File: src/rtl/fifo_pkg.sv
// fifo_pkg: shared types and constants for the display-FIFO read side.
//   rd_state_e  : reader FSM states (IDLE / RD / CAP)
//   DATA_W_DEF  : default FIFO word width
//   POP_CNT_W   : width of the wrapping pop counter
package fifo_pkg;

    localparam int DATA_W_DEF = 4;
    localparam int POP_CNT_W  = 8;

    typedef enum logic [1:0] {
        IDLE = 2'd0,
        RD   = 2'd1,
        CAP  = 2'd2
    } rd_state_e;

endpackage

File: src/rtl/fifo_drain_reader_btn_debounce.sv
// btn_debounce: 2-flop synchronizer, stable-level debounce and rising-edge
// pulse for a raw pushbutton.
//   clk_out1  : clock
//   rst       : synchronous active-high reset
//   btn_raw   : asynchronous button level, active-high
//   btn_pulse : 1-cycle pulse in the cycle the accepted level rises
module btn_debounce #(
    parameter int DEBOUNCE_CYC = 50000
) (
    input  logic clk_out1,
    input  logic rst,
    input  logic btn_raw,
    output logic btn_pulse
);

    localparam int CNT_W = (DEBOUNCE_CYC > 2) ? $clog2(DEBOUNCE_CYC) : 1;
    localparam logic [CNT_W-1:0] CNT_LAST = CNT_W'(DEBOUNCE_CYC - 1);

    logic             sync1_q, sync2_q;
    logic             level_q;
    logic             pulse_q;
    logic [CNT_W-1:0] cnt_q;

    // The count reaches DEBOUNCE_CYC-1 on the DEBOUNCE_CYC-th mismatching
    // cycle; that edge takes the new level, so a clean press is accepted
    // 2 + DEBOUNCE_CYC cycles after it reaches the synchronizer input.
    always_ff @(posedge clk_out1) begin
        if (rst) begin
            sync1_q <= 1'b0;
            sync2_q <= 1'b0;
            level_q <= 1'b0;
            pulse_q <= 1'b0;
            cnt_q   <= '0;
        end else begin
            sync1_q <= btn_raw;
            sync2_q <= sync1_q;
            pulse_q <= 1'b0;
            if (sync2_q != level_q) begin
                if (cnt_q == CNT_LAST) begin
                    level_q <= sync2_q;
                    cnt_q   <= '0;
                    pulse_q <= sync2_q;
                end else begin
                    cnt_q <= cnt_q + 1'b1;
                end
            end else begin
                cnt_q <= '0;
            end
        end
    end

    assign btn_pulse = pulse_q;

endmodule

File: src/rtl/fifo_drain_reader.sv
// fifo_drain_reader: read-side controller for the display FIFO. Turns a
// debounced button press (or, with FIFO_AUTO_DRAIN_EN defined, a periodic
// drain timer) into a single pop strobe and captures the popped word.
//   clk_out1, rst  : clock, synchronous active-high reset
//   btn_pop        : raw pop button
//   auto_mode      : auto-drain enable (only with FIFO_AUTO_DRAIN_EN)
//   fifo_empty     : FIFO empty flag
//   fifo_rdata     : FIFO read data, valid the cycle after fifo_rd
//   fifo_rd        : 1-cycle pop strobe
//   out_data       : last popped word (held)
//   out_valid      : 1-cycle pulse when out_data updates
//   pop_count      : successful pops, wraps 255 -> 0
//   underflow_err  : sticky, set by a button request on an empty FIFO
//   busy           : FSM not in IDLE
module fifo_drain_reader
    import fifo_pkg::*;
#(
    parameter int DATA_W       = DATA_W_DEF,
    parameter int DEBOUNCE_CYC = 50000,
    parameter int DRAIN_PERIOD = 5000000
) (
    input  logic                 clk_out1,
    input  logic                 rst,
    input  logic                 btn_pop,
`ifdef FIFO_AUTO_DRAIN_EN
    input  logic                 auto_mode,
`endif
    input  logic                 fifo_empty,
    input  logic [DATA_W-1:0]    fifo_rdata,
    output logic                 fifo_rd,
    output logic [DATA_W-1:0]    out_data,
    output logic                 out_valid,
    output logic [POP_CNT_W-1:0] pop_count,
    output logic                 underflow_err,
    output logic                 busy
);

    logic btn_req;
    logic auto_req;

    btn_debounce #(.DEBOUNCE_CYC(DEBOUNCE_CYC)) u_debounce (
        .clk_out1  (clk_out1),
        .rst       (rst),
        .btn_raw   (btn_pop),
        .btn_pulse (btn_req)
    );

`ifdef FIFO_AUTO_DRAIN_EN
    localparam int DRN_W = $clog2(DRAIN_PERIOD);
    localparam logic [DRN_W-1:0] DRN_LAST = DRN_W'(DRAIN_PERIOD - 1);

    logic [DRN_W-1:0] drain_q, drain_d;

    always_comb begin
        drain_d = '0;
        if (auto_mode && drain_q != DRN_LAST) drain_d = drain_q + 1'b1;
    end

    always_ff @(posedge clk_out1) begin
        if (rst) drain_q <= '0;
        else     drain_q <= drain_d;
    end

    assign auto_req = auto_mode && (drain_q == DRN_LAST);
`else
    assign auto_req = 1'b0;
`endif

    rd_state_e             state_q;
    logic                  fifo_rd_q;
    logic                  out_valid_q;
    logic [DATA_W-1:0]     data_q;
    logic [POP_CNT_W-1:0]  pop_cnt_q;
    logic                  underflow_q;

    // Requests outside IDLE are simply dropped. Only a button request on an
    // empty FIFO flags underflow; an empty auto request is skipped quietly.
    always_ff @(posedge clk_out1) begin
        if (rst) begin
            state_q     <= IDLE;
            fifo_rd_q   <= 1'b0;
            out_valid_q <= 1'b0;
            data_q      <= '0;
            pop_cnt_q   <= '0;
            underflow_q <= 1'b0;
        end else begin
            fifo_rd_q   <= 1'b0;
            out_valid_q <= 1'b0;
            case (state_q)
                IDLE: begin
                    if ((btn_req || auto_req) && !fifo_empty) begin
                        state_q   <= RD;
                        fifo_rd_q <= 1'b1;
                    end else if (btn_req && fifo_empty) begin
                        underflow_q <= 1'b1;
                    end
                end
                RD: begin
                    state_q     <= CAP;
                    out_valid_q <= 1'b1;
                end
                CAP: begin
                    data_q    <= fifo_rdata;
                    pop_cnt_q <= pop_cnt_q + 1'b1;
                    state_q   <= IDLE;
                end
                default: state_q <= IDLE;
            endcase
        end
    end

    // The popped word only appears on fifo_rdata during CAP, so it is passed
    // straight through in that cycle and held from the register afterwards.
    assign out_data      = out_valid_q ? fifo_rdata : data_q;
    assign fifo_rd       = fifo_rd_q;
    assign out_valid     = out_valid_q;
    assign pop_count     = pop_cnt_q;
    assign underflow_err = underflow_q;
    assign busy          = (state_q != IDLE);

endmodule

File: config.mk
export PLATFORM = sky130hd
export DESIGN_NAME = fifo_drain_reader
export DESIGN_NICKNAME = d
export VERILOG_FILES = /design/src/rtl/fifo_pkg.sv /design/src/rtl/fifo_drain_reader_btn_debounce.sv /design/src/rtl/fifo_drain_reader.sv
export SDC_FILE = /design/constraint.sdc
export NUM_CORES = 1
export LEC_CHECK = 0
export CORE_MARGIN = 4
export CORE_UTILIZATION = 40
export DETAILED_ROUTE_END_ITERATION = 8
export PLACE_DENSITY = 0.61
export SLEW_MARGIN = 25
export SYNTH_ARGS = -nofsm -noshare
export SYNTH_HDL_FRONTEND = slang
export SYNTH_SLANG_ARGS = --single-unit
File: constraint.sdc
create_clock -name clk_out1 -period 1.6 [get_ports clk_out1]
set_input_delay 0.32 -clock clk_out1 [delete_from_list [all_inputs] [get_ports clk_out1]]
set_output_delay 0.32 -clock clk_out1 [all_outputs]
set_load 0.03 [all_outputs]
==> qor.txt <==
GRT
-------------------------------------------------------------------------------------
Initial antenna violation count                                                     0
GRT met3 Usage                                                                  5.07%
Pin count of the biggest net entering global routing                               19
GRT met2 Usage                                                                  25.3%
GRT Util Overall                                                                15.3%
Wire length of the first global-routing pass                                  5840 µm
Met1 global-route usage                                                         17.3%
Total gr overflow                                                                   0
Via count of the first global-routing pass                                       1277
GR peak layer                                                                    met2

DRT
-------------------------------------------------------------------------------------
DRC marker count from the first detailed-route iteration                           46
Total length of routed wires                                                  3270 µm
Vias per std cell                                                                4.98
First-pass iteration count of the detailed router                                   4
Number of antenna-violating nets in the routed design                               0
Vias after detailed routing                                                      1271
DRC                                                                                 0
Drt wl/cell                                                                   12.8 µm

FINISH
-------------------------------------------------------------------------------------
Proportion of layout cells with a drive suffix above 1                          15.5%
Most frequent standard cell in the layout excluding fill and tap cells        dfxtp_1
Leading cell types in the layout, fill and taps excluded                 dfxtp_1, nor2_1, nand2_1, buf_4
Area of all placed cells without fillers                                  0.00200 mm²
# nets final                                                                      216
Final instance count without filler cells                                         255
Utilization after layout                                                        54.7%
Antenna fix cells                                                                   0
Synthesis-to-layout area growth                                                 32.0%

CLOCKING
-------------------------------------------------------------------------------------
Master cell of the clock root buffer                                         clkbuf_8
Clock net sink count                                                               37
Clock tree from TritonCTS                                                        done
Clock-pin slew of the registers on the worst-case setup and hold paths        0.07 ns
# hold bufs at CTS                                                                  0
Buffers from clock root to sink, at most                                            2
Clock latency on the worst-skew pair                                          0.29 ns
Total clock buffers created by CTS                                                  5
H-Tree Level Count                                                                  2

LOGIC SYNTHESIS
-------------------------------------------------------------------------------------
Gate count of the mapped netlist                                                  168
Mean Syn Cell Area                                                           9.03 µm²
Top area cells in the synthesized netlist                                dfxtp_1, nor2_1, xnor2_1
Register bit count reported by yosys                                               37
Part of the Yosys area used for sequential elements                             48.8%
Synth top area share                                                            48.8%
Netlist Area Pre-Place                                                    0.00152 mm²
Yosys synthesis warning count                                                       0
Net count after synthesis                                                         178
Count of cell types in the netlist                                                 32
Top cell type by total area after synthesis                                   dfxtp_1

WORST SETUP PATH
-------------------------------------------------------------------------------------
Maximum fanout along the worst path                                                 2
Cell count of the worst reg-to-reg path                                             4
Cell-by-cell trace of the critical path                                  clkdlybuf4s50_1 -> mux2_2 -> buf_6
Arrival time at the worst endpoint                                            1.20 ns
Critical path startpoint category                                          input port
Peak per-stage delay on the critical path                                     0.44 ns
Critical Setup Path Class                                                   in -> out
Cell type group with the largest total delay on the critical path        buffers and inverters
Critical path's slowest cell                                             clkdlybuf4s50_1
Instance count on the critical path                                                 3
Minimum setup slack among reg-to-reg paths                                    0.14 ns
Data required time of the worst path                                          1.28 ns
Total buffers and inverters traversed by the critical path                          2
Critical path capture point type                                          output port

FLOORPLANNING
-------------------------------------------------------------------------------------
Die Outline Area                                                          0.00484 mm²
Vertical extent of the die                                                    69.6 µm
Area of the core                                                          0.00366 mm²
Initial Utilization                                                             41.5%
Number of core rows                                                                22
Number of top-level design ports                                                   24
Chip Width                                                                    69.6 µm

PWR
-------------------------------------------------------------------------------------
Sequential share of power                                                       51.4%
Clock share of power                                                            46.3%
Peak VDD IR                                                                0.000464 V
Leakage component of the power                                               0.769 nW
Switching fraction of total power                                               19.1%
Cell internal pwr                                                             1.45 mW
Combinational share of power                                                     2.3%
Cell Pwr Density                                                           898 mW/mm²
Power, Total                                                                  1.80 mW
Switching Power                                                              0.344 mW

PLACEMENT
-------------------------------------------------------------------------------------
Gp weighted congestion                                                          0.752
Cell total after placement                                                        248
Half-perimeter wire length after placement                                    2420 µm
Port Buffer Count                                                                  23
Post-Place Cell Area                                                      0.00189 mm²

STA
-------------------------------------------------------------------------------------
Max-slew violation count                                                            0
Count of final setup violators                                                      0
Achievable clock frequency                                                    660 MHz
Relative slew margins                                                           76.9%
Post-Route Setup TNS                                                             0 ns
Unrepaired setup endpoints after global routing                                 false
Crit path time final                                                          1.52 ns
Final hold violation count                                                          0
Worst setup skew after layout                                              0.00365 ns
Period Utilization, post-route                                                  94.7%
Pin slew with the least headroom to its limit                                0.344 ns

FLOW RUN
-------------------------------------------------------------------------------------
Number of maximum-capacitance constraint violations                                 0

WORST HOLD PATH
-------------------------------------------------------------------------------------
Hold Path Stages                                                                    1
Kind of path behind the tightest hold check                                reg -> reg

STATUS
-------------------------------------------------------------------------------------
Result of the run                                                        finished, final reports clean

==> area by class of cell <==
cell class	count	area, µm²
clock inverter	1	30.0
sequential	37	742
tap	48	60.1
timing repair buffer	36	327
clock buffer	7	86.3
inverter	3	11.3
fill	344	1660
multi-input combinational	123	747
==> worst paths after layout <==
kind / from / to
worst max-delay path: fifo_rdata[3] / out_data[3]
worst min-delay path: u_debounce.sync1_q / u_debounce.sync2_q
worst max register to register: u_debounce.cnt_q[10] / u_debounce.cnt_q[14]
worst min register to register: u_debounce.sync1_q / u_debounce.sync2_q
==> cell families after synthesis <==
family | count (synthesis) | synth area share, %
mux | 5 | 3.63
buf+inv | 8 | 2.14
simple gates | 85 | 28.6
flops | 37 | 48.8
xor+xnor | 19 | 11.0
compound gates | 12 | 4.21
fa+ha+maj | 2 | 1.65
==> per-stage QoR <==
step / worst slack (ns) / hold WS [ns]
global placement: 0.117 / 0.417
detailed placement: 0.0701 / 0.450
global route: 0.0117 / 0.468
finish: 0.0849 / 0.451
floorplan: 0.121 / 0.392
CTS: 0.00125 / 0.455
==> repair_timing <==
item                                    in CTS  in global routing
setup buffers                                0                  0
endpoints found under the hold margin        0                  0
gates resized for setup                     13                  7
endpoints found under the setup margin      14                  5
==> synthesized netlist by cell type <==
cell type and count:
ha_1 2, dfxtp_1 37, mux2_2 4, or3_1 2
inv_1 3, o21ai_0 2, xor2_1 8, or2_0 1
nor2_1 26, nor3_1 5, nand3_1 6, nor4b_1 2
nand4b_1 1, nand2_1 19, nor4bb_1 2, and4b_1 1
nand2b_1 1, a21oi_1 8, buf_2 2, nand4_2 1
clkbuf_1 3, nor2b_1 3, xnor2_1 11, nand4_1 7
or4_1 1, or2_1 1, nor4_1 2, nor3b_1 2
a31oi_1 1, and3_1 2, o31ai_1 1, mux2i_1 1
==> power by group through the flow <==
stage | clock network, mW | logic (mW) | registers [mW]
6_report | 0.833 | 0.0408 | 0.925
5_1_grt | 0.907 | 0.0443 | 0.925
4_1_cts | 0.855 | 0.0410 | 0.925
3_5_place_dp | 0 | 0.0410 | 0.946
3_3_place_gp | 0 | 0.0399 | 0.946
2_1_floorplan | 0 | 0.0125 | 0.946
==> worst reg2reg max path: stages, from the launching register on <==
cell	delay (ns)
dfxtp_1	0.42
nand4_2	0.17
or2_0	0.26
or4_1	0.40
a21oi_1	0.14
==> per-layer routing <==
layer / wire [µm] / part of all wire (%)
met5: 0 / 0
met4: 78 / 2.4
met3: 149 / 4.6
met2: 1600 / 49
met1: 1440 / 44
==> state kept, by name, indices dropped and copies added (netlist names) <==
register and count:
u_debounce.sync2_q 1, fifo_rd 1, u_debounce.sync1_q 1, u_debounce.btn_pulse 1
underflow_err 1, pop_count 8, data_q 4, u_debounce.level_q 1
state_q 2, u_debounce.cnt_q 16, out_valid 1
No activity file was read; power rests on OpenSTA's default activity.
